<file path="src/rtl/wb_cmd_pkg.sv">
// Shared types and constants for the UART-command Wishbone master.
// Holds the FSM encoding, ASCII command/response codes and the nibble-to-hex helper.
`timescale 1ns/1ps
package wb_cmd_pkg;

  typedef enum logic [1:0] {
    IDLE  = 2'd0,
    REQ   = 2'd1,
    WAIT  = 2'd2,
    REPLY = 2'd3
  } state_t;

  localparam logic [7:0] CMD_WR  = 8'h57;  // 'W'
  localparam logic [7:0] CMD_RD  = 8'h52;  // 'R'
  localparam logic [7:0] RSP_OK  = 8'h4B;  // 'K'
  localparam logic [7:0] RSP_ERR = 8'h45;  // 'E'

  // Lowercase ASCII hex digit; 8'h57 is 'a' minus ten.
  function automatic logic [7:0] nib2hex(input logic [3:0] nib);
    if (nib < 4'd10)
      return 8'h30 + {4'h0, nib};
    else
      return 8'h57 + {4'h0, nib};
  endfunction

endpackage

</file>
<file path="src/rtl/wb_cmd_master.sv">
// Decodes single-byte UART commands into one pipelined Wishbone transaction each
// and returns a one-byte ASCII status/result to the UART transmitter.
`timescale 1ns/1ps
module wb_cmd_master
  import wb_cmd_pkg::*;
#(
  parameter int          TIMEOUT    = 64,
  parameter logic [31:0] WRITE_DATA = 32'h0
) (
  input  logic        i_clk,
  input  logic        i_reset_n,
  input  logic        i_rx_stb,
  input  logic [7:0]  i_rx_data,
  output logic        o_tx_stb,
  output logic [7:0]  o_tx_data,
  input  logic        i_tx_busy,
  output logic        o_cyc,
  output logic        o_stb,
  output logic        o_we,
  output logic        o_addr,
  output logic [31:0] o_data,
  input  logic        i_stall,
  input  logic        i_ack,
  input  logic [31:0] i_data,
  output logic        o_rx_overrun
);

  localparam int             CW       = $clog2(TIMEOUT);
  localparam logic [CW-1:0]  CNT_LAST = CW'(TIMEOUT - 1);

  state_t        state_reg, state_next;
  logic          cyc_reg, cyc_next;
  logic          stb_reg, stb_next;
  logic          we_reg, we_next;
  logic [31:0]   data_reg, data_next;
  logic          tx_stb_reg, tx_stb_next;
  logic [7:0]    tx_data_reg, tx_data_next;
  logic          overrun_reg, overrun_next;
  logic [CW-1:0] cnt_reg, cnt_next;

  // Only the low nibble of read data is reported.
  logic unused_data;
  assign unused_data = ^i_data[31:4];

  always_ff @(posedge i_clk or negedge i_reset_n) begin
    if (!i_reset_n) begin
      state_reg   <= IDLE;
      cyc_reg     <= 1'b0;
      stb_reg     <= 1'b0;
      we_reg      <= 1'b0;
      data_reg    <= '0;
      tx_stb_reg  <= 1'b0;
      tx_data_reg <= '0;
      overrun_reg <= 1'b0;
      cnt_reg     <= '0;
    end else begin
      state_reg   <= state_next;
      cyc_reg     <= cyc_next;
      stb_reg     <= stb_next;
      we_reg      <= we_next;
      data_reg    <= data_next;
      tx_stb_reg  <= tx_stb_next;
      tx_data_reg <= tx_data_next;
      overrun_reg <= overrun_next;
      cnt_reg     <= cnt_next;
    end
  end

  always_comb begin
    state_next   = state_reg;
    cyc_next     = cyc_reg;
    stb_next     = stb_reg;
    we_next      = we_reg;
    data_next    = data_reg;
    tx_stb_next  = tx_stb_reg;
    tx_data_next = tx_data_reg;
    overrun_next = 1'b0;
    cnt_next     = cnt_reg;

    case (state_reg)
      IDLE: begin
        if (i_rx_stb && (i_rx_data == CMD_WR || i_rx_data == CMD_RD)) begin
          state_next = REQ;
          cyc_next   = 1'b1;
          stb_next   = 1'b1;
          we_next    = (i_rx_data == CMD_WR);
          data_next  = (i_rx_data == CMD_WR) ? WRITE_DATA : 32'h0;
          cnt_next   = '0;
        end
      end

      REQ, WAIT: begin
        overrun_next = i_rx_stb;
        cnt_next     = cnt_reg + 1'b1;
        // An ack counts in REQ only when the strobe is accepted in the same cycle;
        // on the final counted cycle an ack still beats the timeout.
        if (i_ack && (state_reg == WAIT || !i_stall)) begin
          state_next   = REPLY;
          cyc_next     = 1'b0;
          stb_next     = 1'b0;
          tx_stb_next  = 1'b1;
          tx_data_next = we_reg ? RSP_OK : nib2hex(i_data[3:0]);
        end else if (cnt_reg == CNT_LAST) begin
          state_next   = REPLY;
          cyc_next     = 1'b0;
          stb_next     = 1'b0;
          tx_stb_next  = 1'b1;
          tx_data_next = RSP_ERR;
        end else if (state_reg == REQ && !i_stall) begin
          state_next = WAIT;
          stb_next   = 1'b0;
        end
      end

      REPLY: begin
        overrun_next = i_rx_stb;
        if (!i_tx_busy) begin
          tx_stb_next = 1'b0;
          state_next  = IDLE;
        end
      end

      default: state_next = IDLE;
    endcase
  end

  assign o_cyc        = cyc_reg;
  assign o_stb        = stb_reg;
  assign o_we         = we_reg;
  assign o_addr       = 1'b0;
  assign o_data       = data_reg;
  assign o_tx_stb     = tx_stb_reg;
  assign o_tx_data    = tx_data_reg;
  assign o_rx_overrun = overrun_reg;

`ifdef FORMAL
  a_stb_cyc: assert property (@(posedge i_clk) disable iff (!i_reset_n)
    o_stb |-> o_cyc);
  a_stall_stable: assert property (@(posedge i_clk) disable iff (!i_reset_n)
    (o_stb && i_stall && !i_ack && cnt_reg != CNT_LAST)
      |=> (o_stb && $stable(o_we) && $stable(o_data) && $stable(o_addr)));
  a_one_outstanding: assert property (@(posedge i_clk) disable iff (!i_reset_n)
    (o_cyc && !o_stb) |=> !o_stb);
  a_tx_hold: assert property (@(posedge i_clk) disable iff (!i_reset_n)
    (o_tx_stb && i_tx_busy) |=> (o_tx_stb && $stable(o_tx_data)));
`endif

endmodule

</file>
<file path="config.mk">
export PLATFORM = sky130hd
export DESIGN_NAME = wb_cmd_master
export DESIGN_NICKNAME = d
export VERILOG_FILES = /design/src/rtl/wb_cmd_pkg.sv /design/src/rtl/wb_cmd_master.sv
export SDC_FILE = /design/constraint.sdc
export NUM_CORES = 1
export LEC_CHECK = 0
export BUFFER_PORTS_ARGS = -buffer_cell sky130_fd_sc_hd__buf_2
export CORE_ASPECT_RATIO = 0.75
export CORE_MARGIN = 2
export CORE_UTILIZATION = 40
export DETAILED_ROUTE_END_ITERATION = 10
export PLACE_DENSITY = 0.77
export SLEW_MARGIN = 15
export SYNTH_ARGS = -nofsm -noshare
export SYNTH_HDL_FRONTEND = slang
export SYNTH_SLANG_ARGS = --single-unit
export TNS_END_PERCENT = 10
</file>
<file path="constraint.sdc">
create_clock -name i_clk -period 3.3 [get_ports i_clk]
set_input_delay 0.165 -clock i_clk [delete_from_list [all_inputs] [get_ports i_clk]]
set_output_delay 0.165 -clock i_clk [all_outputs]
set_load 0.02 [all_outputs]
</file>
==> results of run 1 <==
## worst max-delay path: stages, from the launching register on
cell and delay (ns):
dfrtp_1 0.40, inv_1 0.11, ha_1 0.44, a32oi_1 0.46, o21ai_0 0.18, o31ai_1 0.09
## layout make-up
class / count / area (um2) / share of cell area
Timing Repair Buffer: 30 / 155 / 0.102
Multi-Input combinational cell: 113 / 741 / 0.488
Sequential cell: 20 / 500 / 0.330
Inverter: 8 / 30.0 / 0.0198
Tap cell: 40 / 50.0 / 0.0330
Clock buffer: 3 / 41.3 / 0.0272
## logic make-up after synthesis
family / after synthesis / share of synthesized area
buf+inv: 43 / 0.206
compound gates: 34 / 0.191
simple gates: 31 / 0.128
flops: 20 / 0.356
fa+ha+maj: 8 / 0.0712
mux: 4 / 0.0329
xor+xnor: 2 / 0.0125
other cells: 1 / 0.00267
## report_power, final
part	switching [mW]	leakage [nW]	internal (mW)
logic	0.393	0.517	0.263
registers	0.0712	0.237	0.334
clock network	0.0800	0.0216	0.0814
total	0.544	0.776	0.679
## routing by layer
metal,share of wire,up-vias,wire (um),global-route usage
met5,0,-,0,0
met4,0.010,0,25,0.0397
met3,0.047,4,119,0.0438
met2,0.48,27,1210,0.189
met1,0.46,476,1150,0.171
li1,-,493,-,-
## timing repair
action	in CTS	in global routing
hold endpoints to repair	20	0
buffers inserted	0	0
hold buffers	1	0
## worst max path at each step
stage                      start          to  slack [ns]  cells after the start
floorplan           state_reg[0]       o_stb        1.67                      6
global placement    state_reg[0]  cnt_reg[5]        1.58                      6
detailed placement  state_reg[0]  cnt_reg[4]        1.54                      6
CTS                 state_reg[0]  cnt_reg[4]        1.52                      6
global route        state_reg[0]  cnt_reg[3]        1.37                      5
finish              state_reg[0]  cnt_reg[4]        1.53                      5
## layout by cell type, fill, tap and decap left out, types with 2 or more instances in the layout
cell and n:
ha_1 8, a2bb2oi_1 2, inv_1 8, conb_1 34
nand2b_1 2, buf_2 29, a21oi_1 5, mux2i_1 2
xnor2_1 2, a21o_1 2, a31oi_1 2, clkbuf_8 3
o21ai_0 8, dfrtp_1 20, nor2_1 5, and2_1 2
o31ai_1 3, nand3_1 5, nand2_1 9, o2bb2ai_1 4
==> impl_metrics.env, run 1 <==
export IMPL_diodes=0
export IMPL_grt_start_max_net_pins=21
export IMPL_layoutNonFillerInstCount=214
export IMPL_place_gp_congestion=0.775
export IMPL_hold_end="o_rx_overrun"
export IMPL_synth_edff_count=0
export IMPL_antenna_found_initial=0
export IMPL_crit_fanout=11
export IMPL_ant_nets=0
export IMPL_placed_area_um2=1470
export IMPL_power_density_nw_per_um2=806
export IMPL_synth_top_area_share=0.356
export IMPL_r2r_end="cnt_reg[4]"
export IMPL_yosysUniqueCellTypes=38
export IMPL_worstRegToRegCells=5
export IMPL_numCtsBuffers=3
export IMPL_grt_pass1_wl_mm=3.97
export IMPL_drtIter0Drc=75
export IMPL_nNetsFinal=230
export IMPL_post_drt_wl_per_cell_um=11.7
export IMPL_ctsResizeCount=0
export IMPL_setup_violations=0
export IMPL_stdcell_area_um2=1520
export IMPL_die_area_um2=4010
export IMPL_synth_yosys_warnings=0
export IMPL_htree_num_levels=1
export IMPL_synth_area_um2=1410
export IMPL_io_pins=92
export IMPL_drt_wl_total_mm=2.51
export IMPL_io_buffers=29
export IMPL_clock_root_buffer="clkbuf_8"
export IMPL_fin_crit_ns=1.77
export IMPL_globalRouteOverflowTotal=0
export IMPL_grt_total_usage=0.126
export IMPL_worst_slew_pin_slew_ns=0.506
export IMPL_worstPathArrival_ns=1.94
export IMPL_vias_per_cell=4.67
export IMPL_ys_seq_area_frac=0.356
export IMPL_yosys_most_used_dff="dfrtp_1"
export IMPL_chipHeight_um=55.4
export IMPL_max_cap_violations=0
export IMPL_hp_class="in -> reg"
export IMPL_cts_sinks=20
export IMPL_whs_ns=0.150
export IMPL_fin_skew_ns=0.00256
export IMPL_drive_gt1_frac=0.236
export IMPL_startpoint_type="flop"
export IMPL_dp_hpwl_mm=1.96
export IMPL_yosys_area_top_type="dfrtp_1"
export IMPL_min_from="i_rx_stb"
export IMPL_synthArstFlopShare=1.00
export IMPL_core_area_um2=3330
export IMPL_area_growth_pct=7.92
export IMPL_slew_violations=0
export IMPL_rsz0062_at_grt="no"
export IMPL_clkTransAtPathRegs_ns=0.07
export IMPL_outcome="complete, no violations"
export IMPL_synthTopCellsByArea="dfrtp_1 36%, buf_4 18%, ha_1 7.1%"
export IMPL_hold_viol_final=0
export IMPL_rr_startpoint="state_reg[0]"
export IMPL_dp_slack_ns=1.54
export IMPL_drc=0
export IMPL_synth_seq_cells=20
export IMPL_cp_end_kind="flop"
export IMPL_relSlewSlack=0.662
export IMPL_max_vdd_ir_drop_mv=0.389
export IMPL_clk_path_buf_depth=2
export IMPL_fin_util=0.455
export IMPL_setup_tns_ns=0
export IMPL_power_mw=1.22
export IMPL_r2r_slack_ns=1.53
export IMPL_largest_reg_flops=7
export IMPL_timing_fmax_ghz=0.565
export IMPL_grt_pass1_vias=858
export IMPL_crit_type="reg -> reg"
export IMPL_filler_cell_count=324
export IMPL_worstPathRequired_ns=3.47
export IMPL_fin_ws_ns=1.53
export IMPL_dpl_cell_count=210
export IMPL_first_pass_iters=4
export IMPL_synth_commonest_cells="34 x buf_4, 20 x dfrtp_1, 9 x nand2_1"
export IMPL_initial_utilization=0.422
export IMPL_clock_latency_ns=0.26
export IMPL_die_w_um=72.5
export IMPL_whs_path_depth=2
export IMPL_p_leak_nw=0.776
export IMPL_synthCells=143
export IMPL_cts_tree="done"
export IMPL_fin_crit_sh=0.536
export IMPL_num_rows=18
export IMPL_yosysMostFrequentCell="buf_4"
export IMPL_syn_avg_cell_area_um2=9.83
export IMPL_num_vias=1000
Note: power is estimated with default switching activity, not from simulation.
==> run 2: changes to the inputs <==
--- a/config.mk
+++ b/config.mk
@@ -8,9 +8,9 @@
 export BUFFER_PORTS_ARGS = -buffer_cell sky130_fd_sc_hd__buf_2
 export CORE_ASPECT_RATIO = 0.75
 export CORE_MARGIN = 2
-export CORE_UTILIZATION = 40
+export CORE_UTILIZATION = 38
 export DETAILED_ROUTE_END_ITERATION = 10
-export PLACE_DENSITY = 0.77
+export PLACE_DENSITY = 0.76
 export SLEW_MARGIN = 15
 export SYNTH_ARGS = -nofsm -noshare
 export SYNTH_HDL_FRONTEND = slang
==> constraint.sdc (replaced) <==
create_clock -name i_clk -period 1.5 [get_ports i_clk]
set_input_delay 0.075 -clock i_clk [delete_from_list [all_inputs] [get_ports i_clk]]
set_output_delay 0.075 -clock i_clk [all_outputs]
set_load 0.02 [all_outputs]
==> run 2 against run 1 <==
The run now ends with negative setup slack left. Utilization increased by 1.1 points. First-iteration DRC count decreased by 28%. Critical path depth increased by 1. Sequential power increased by 120%. Clock skew decreased by 0.0012 ns. Hold slack got worse by 0.074 ns. Global-route usage increased by 1.9 points. Clock power increased to 2.5 times the previous value. Cell area increased by 11%. Fmax increased by 12%. Critical path type unchanged. Largest power group unchanged.
==> impl_metrics.env, run 2 (same netlist as run 1, synthesis figures left out) <==
export IMPL_outcome="complete, but fails checks"
export IMPL_failed_checks="negative setup slack"
export IMPL_cp_end_kind="flop"
export IMPL_clock_latency_ns=0.26
export IMPL_crit_type="reg -> reg"
export IMPL_timing_fmax_ghz=0.630
export IMPL_crit_family="multiplexers"
export IMPL_grt_pass1_vias=993
export IMPL_r2r_end="o_stb"
export IMPL_hold_viol_final=0
export IMPL_max_vdd_ir_drop_mv=0.786
export IMPL_critical_path_buf_inv_count=1
export IMPL_setup_violations=7
export IMPL_grt_pass1_wl_mm=4.60
export IMPL_p_leak_nw=0.855
export IMPL_hold_end="o_we"
export IMPL_num_vias=1061
export IMPL_drt_wl_total_mm=2.67
export IMPL_r2r_slack_ns=-0.09
export IMPL_whs_path_depth=3
export IMPL_layout_common_cells="34 x conb_1, 29 x buf_2, 20 x dfrtp_1"
export IMPL_grt_total_usage=0.145
export IMPL_cts_sinks=20
export IMPL_startpoint_type="flop"
export IMPL_setup_tns_ns=-0.273
export IMPL_rsz0062_at_grt="yes"
export IMPL_stdcell_area_um2=1690
export IMPL_io_pins=92
export IMPL_ant_nets=0
export IMPL_worstPathArrival_ns=1.73
export IMPL_dp_hpwl_mm=2.13
export IMPL_drtIter0Drc=54
export IMPL_path_cells="inv_2, ha_2, mux2_4, o211ai_4, nand3b_4, mux2_4"
export IMPL_max_cap_violations=0
export IMPL_filler_cell_count=365
export IMPL_path_common_cell="mux2_4"
export IMPL_hp_class="in -> reg"
export IMPL_vias_per_cell=4.42
export IMPL_fin_util=0.466
export IMPL_slew_violations=0
export IMPL_largest_reg_flops=7
export IMPL_globalRouteOverflowTotal=0
export IMPL_worstPathRequired_ns=1.65
export IMPL_numCtsBuffers=3
export IMPL_core_area_um2=3610
export IMPL_fin_crit_ns=1.59
export IMPL_crit_fanout=3
export IMPL_rr_startpoint="state_reg[1]"
export IMPL_final_common_cell="conb_1"
export IMPL_clk_path_buf_depth=2
export IMPL_clkTransAtPathRegs_ns=0.07
export IMPL_placed_area_um2=1570
export IMPL_nNetsFinal=243
export IMPL_grt_start_max_net_pins=21
export IMPL_first_pass_iters=4
export IMPL_power_density_nw_per_um2=1890
export IMPL_initial_utilization=0.389
export IMPL_die_area_um2=4210
export IMPL_fin_ws_ns=-0.0861
export IMPL_fin_crit_sh=1.06
export IMPL_whs_ns=0.0760
export IMPL_drc=0
export IMPL_io_buffers=29
export IMPL_cts_tree="done"
export IMPL_diodes=0
export IMPL_place_gp_congestion=0.754
export IMPL_min_from="i_rx_data[0]"
export IMPL_antenna_found_initial=0
export IMPL_chipHeight_um=56.7
export IMPL_slowest_stage="dfrtp_1"
export IMPL_htree_num_levels=1
export IMPL_drive_gt1_frac=0.335
export IMPL_post_drt_wl_per_cell_um=11.1
export IMPL_clock_root_buffer="clkbuf_8"
export IMPL_area_growth_pct=19.8
export IMPL_die_w_um=74.2
export IMPL_num_rows=19
export IMPL_cpPeakStageDelay_ns=0.42
export IMPL_fin_skew_ns=0.00135
export IMPL_worstRegToRegCells=6
## run 2: through the flow
step                      std cells  power (mW)  worst slack (ns)
final                           240        3.19           -0.0861
after global routing            240        3.48            -0.161
after CTS                       240        3.20           -0.0997
after detailed placement        233        2.64            -0.107
after global placement          233        2.59           -0.0577
after floorplan                 176        2.07           -0.0301
## run 2: power by group
group	total, mW	switching [mW]	internal [mW]
clock	0.409	0.175	0.234
sequential	0.882	0.146	0.736
combinational	1.90	0.996	0.901
## run 2: worst max-delay path by stage
stage | from | depth (start not counted) | slack [ns] | endpoint
floorplan | state_reg[0] | 6 | -0.03 | o_stb
global placement | state_reg[0] | 6 | -0.06 | o_stb
detailed placement | state_reg[1] | 6 | -0.11 | o_stb
CTS | state_reg[1] | 6 | -0.1 | o_stb
global route | state_reg[1] | 6 | -0.16 | cnt_reg[4]
finish | state_reg[1] | 6 | -0.09 | o_stb
## run 2: layer usage
| layer | share of wire | track usage |
|---|---|---|
| met5 | 0 | 0 |
| met4 | 0.010 | 0.0459 |
| met3 | 0.046 | 0.0431 |
| met2 | 0.48 | 0.221 |
| met1 | 0.46 | 0.198 |
## run 2: cell type report
cell class	count	area (um2)	area share
inverters	8	30.0	0.0178
flip-flops and latches	20	500	0.297
well taps	52	65.1	0.0386
multi-input cells	113	782	0.464
repair buffers	43	253	0.150
clock buffers	4	55.1	0.0327
## run 2: repair_timing
| item | in CTS | in global routing |
|---|---|---|
| buffers inserted | 2 | 0 |
| hold buffers | 1 | 0 |
| pin swaps | 0 | 1 |
| gates resized for setup | 8 | 2 |
| hold endpoints to repair | 20 | 0 |
| endpoints found under the setup margin | 12 | 15 |
## run 2: worst min-delay path, delay by kind of cell
family                 cells  cell delay, ns
AOI/OAI and AO/OA          1            0.07
buffers and inverters      1            0.10
and+or+nand+nor            1            0.05
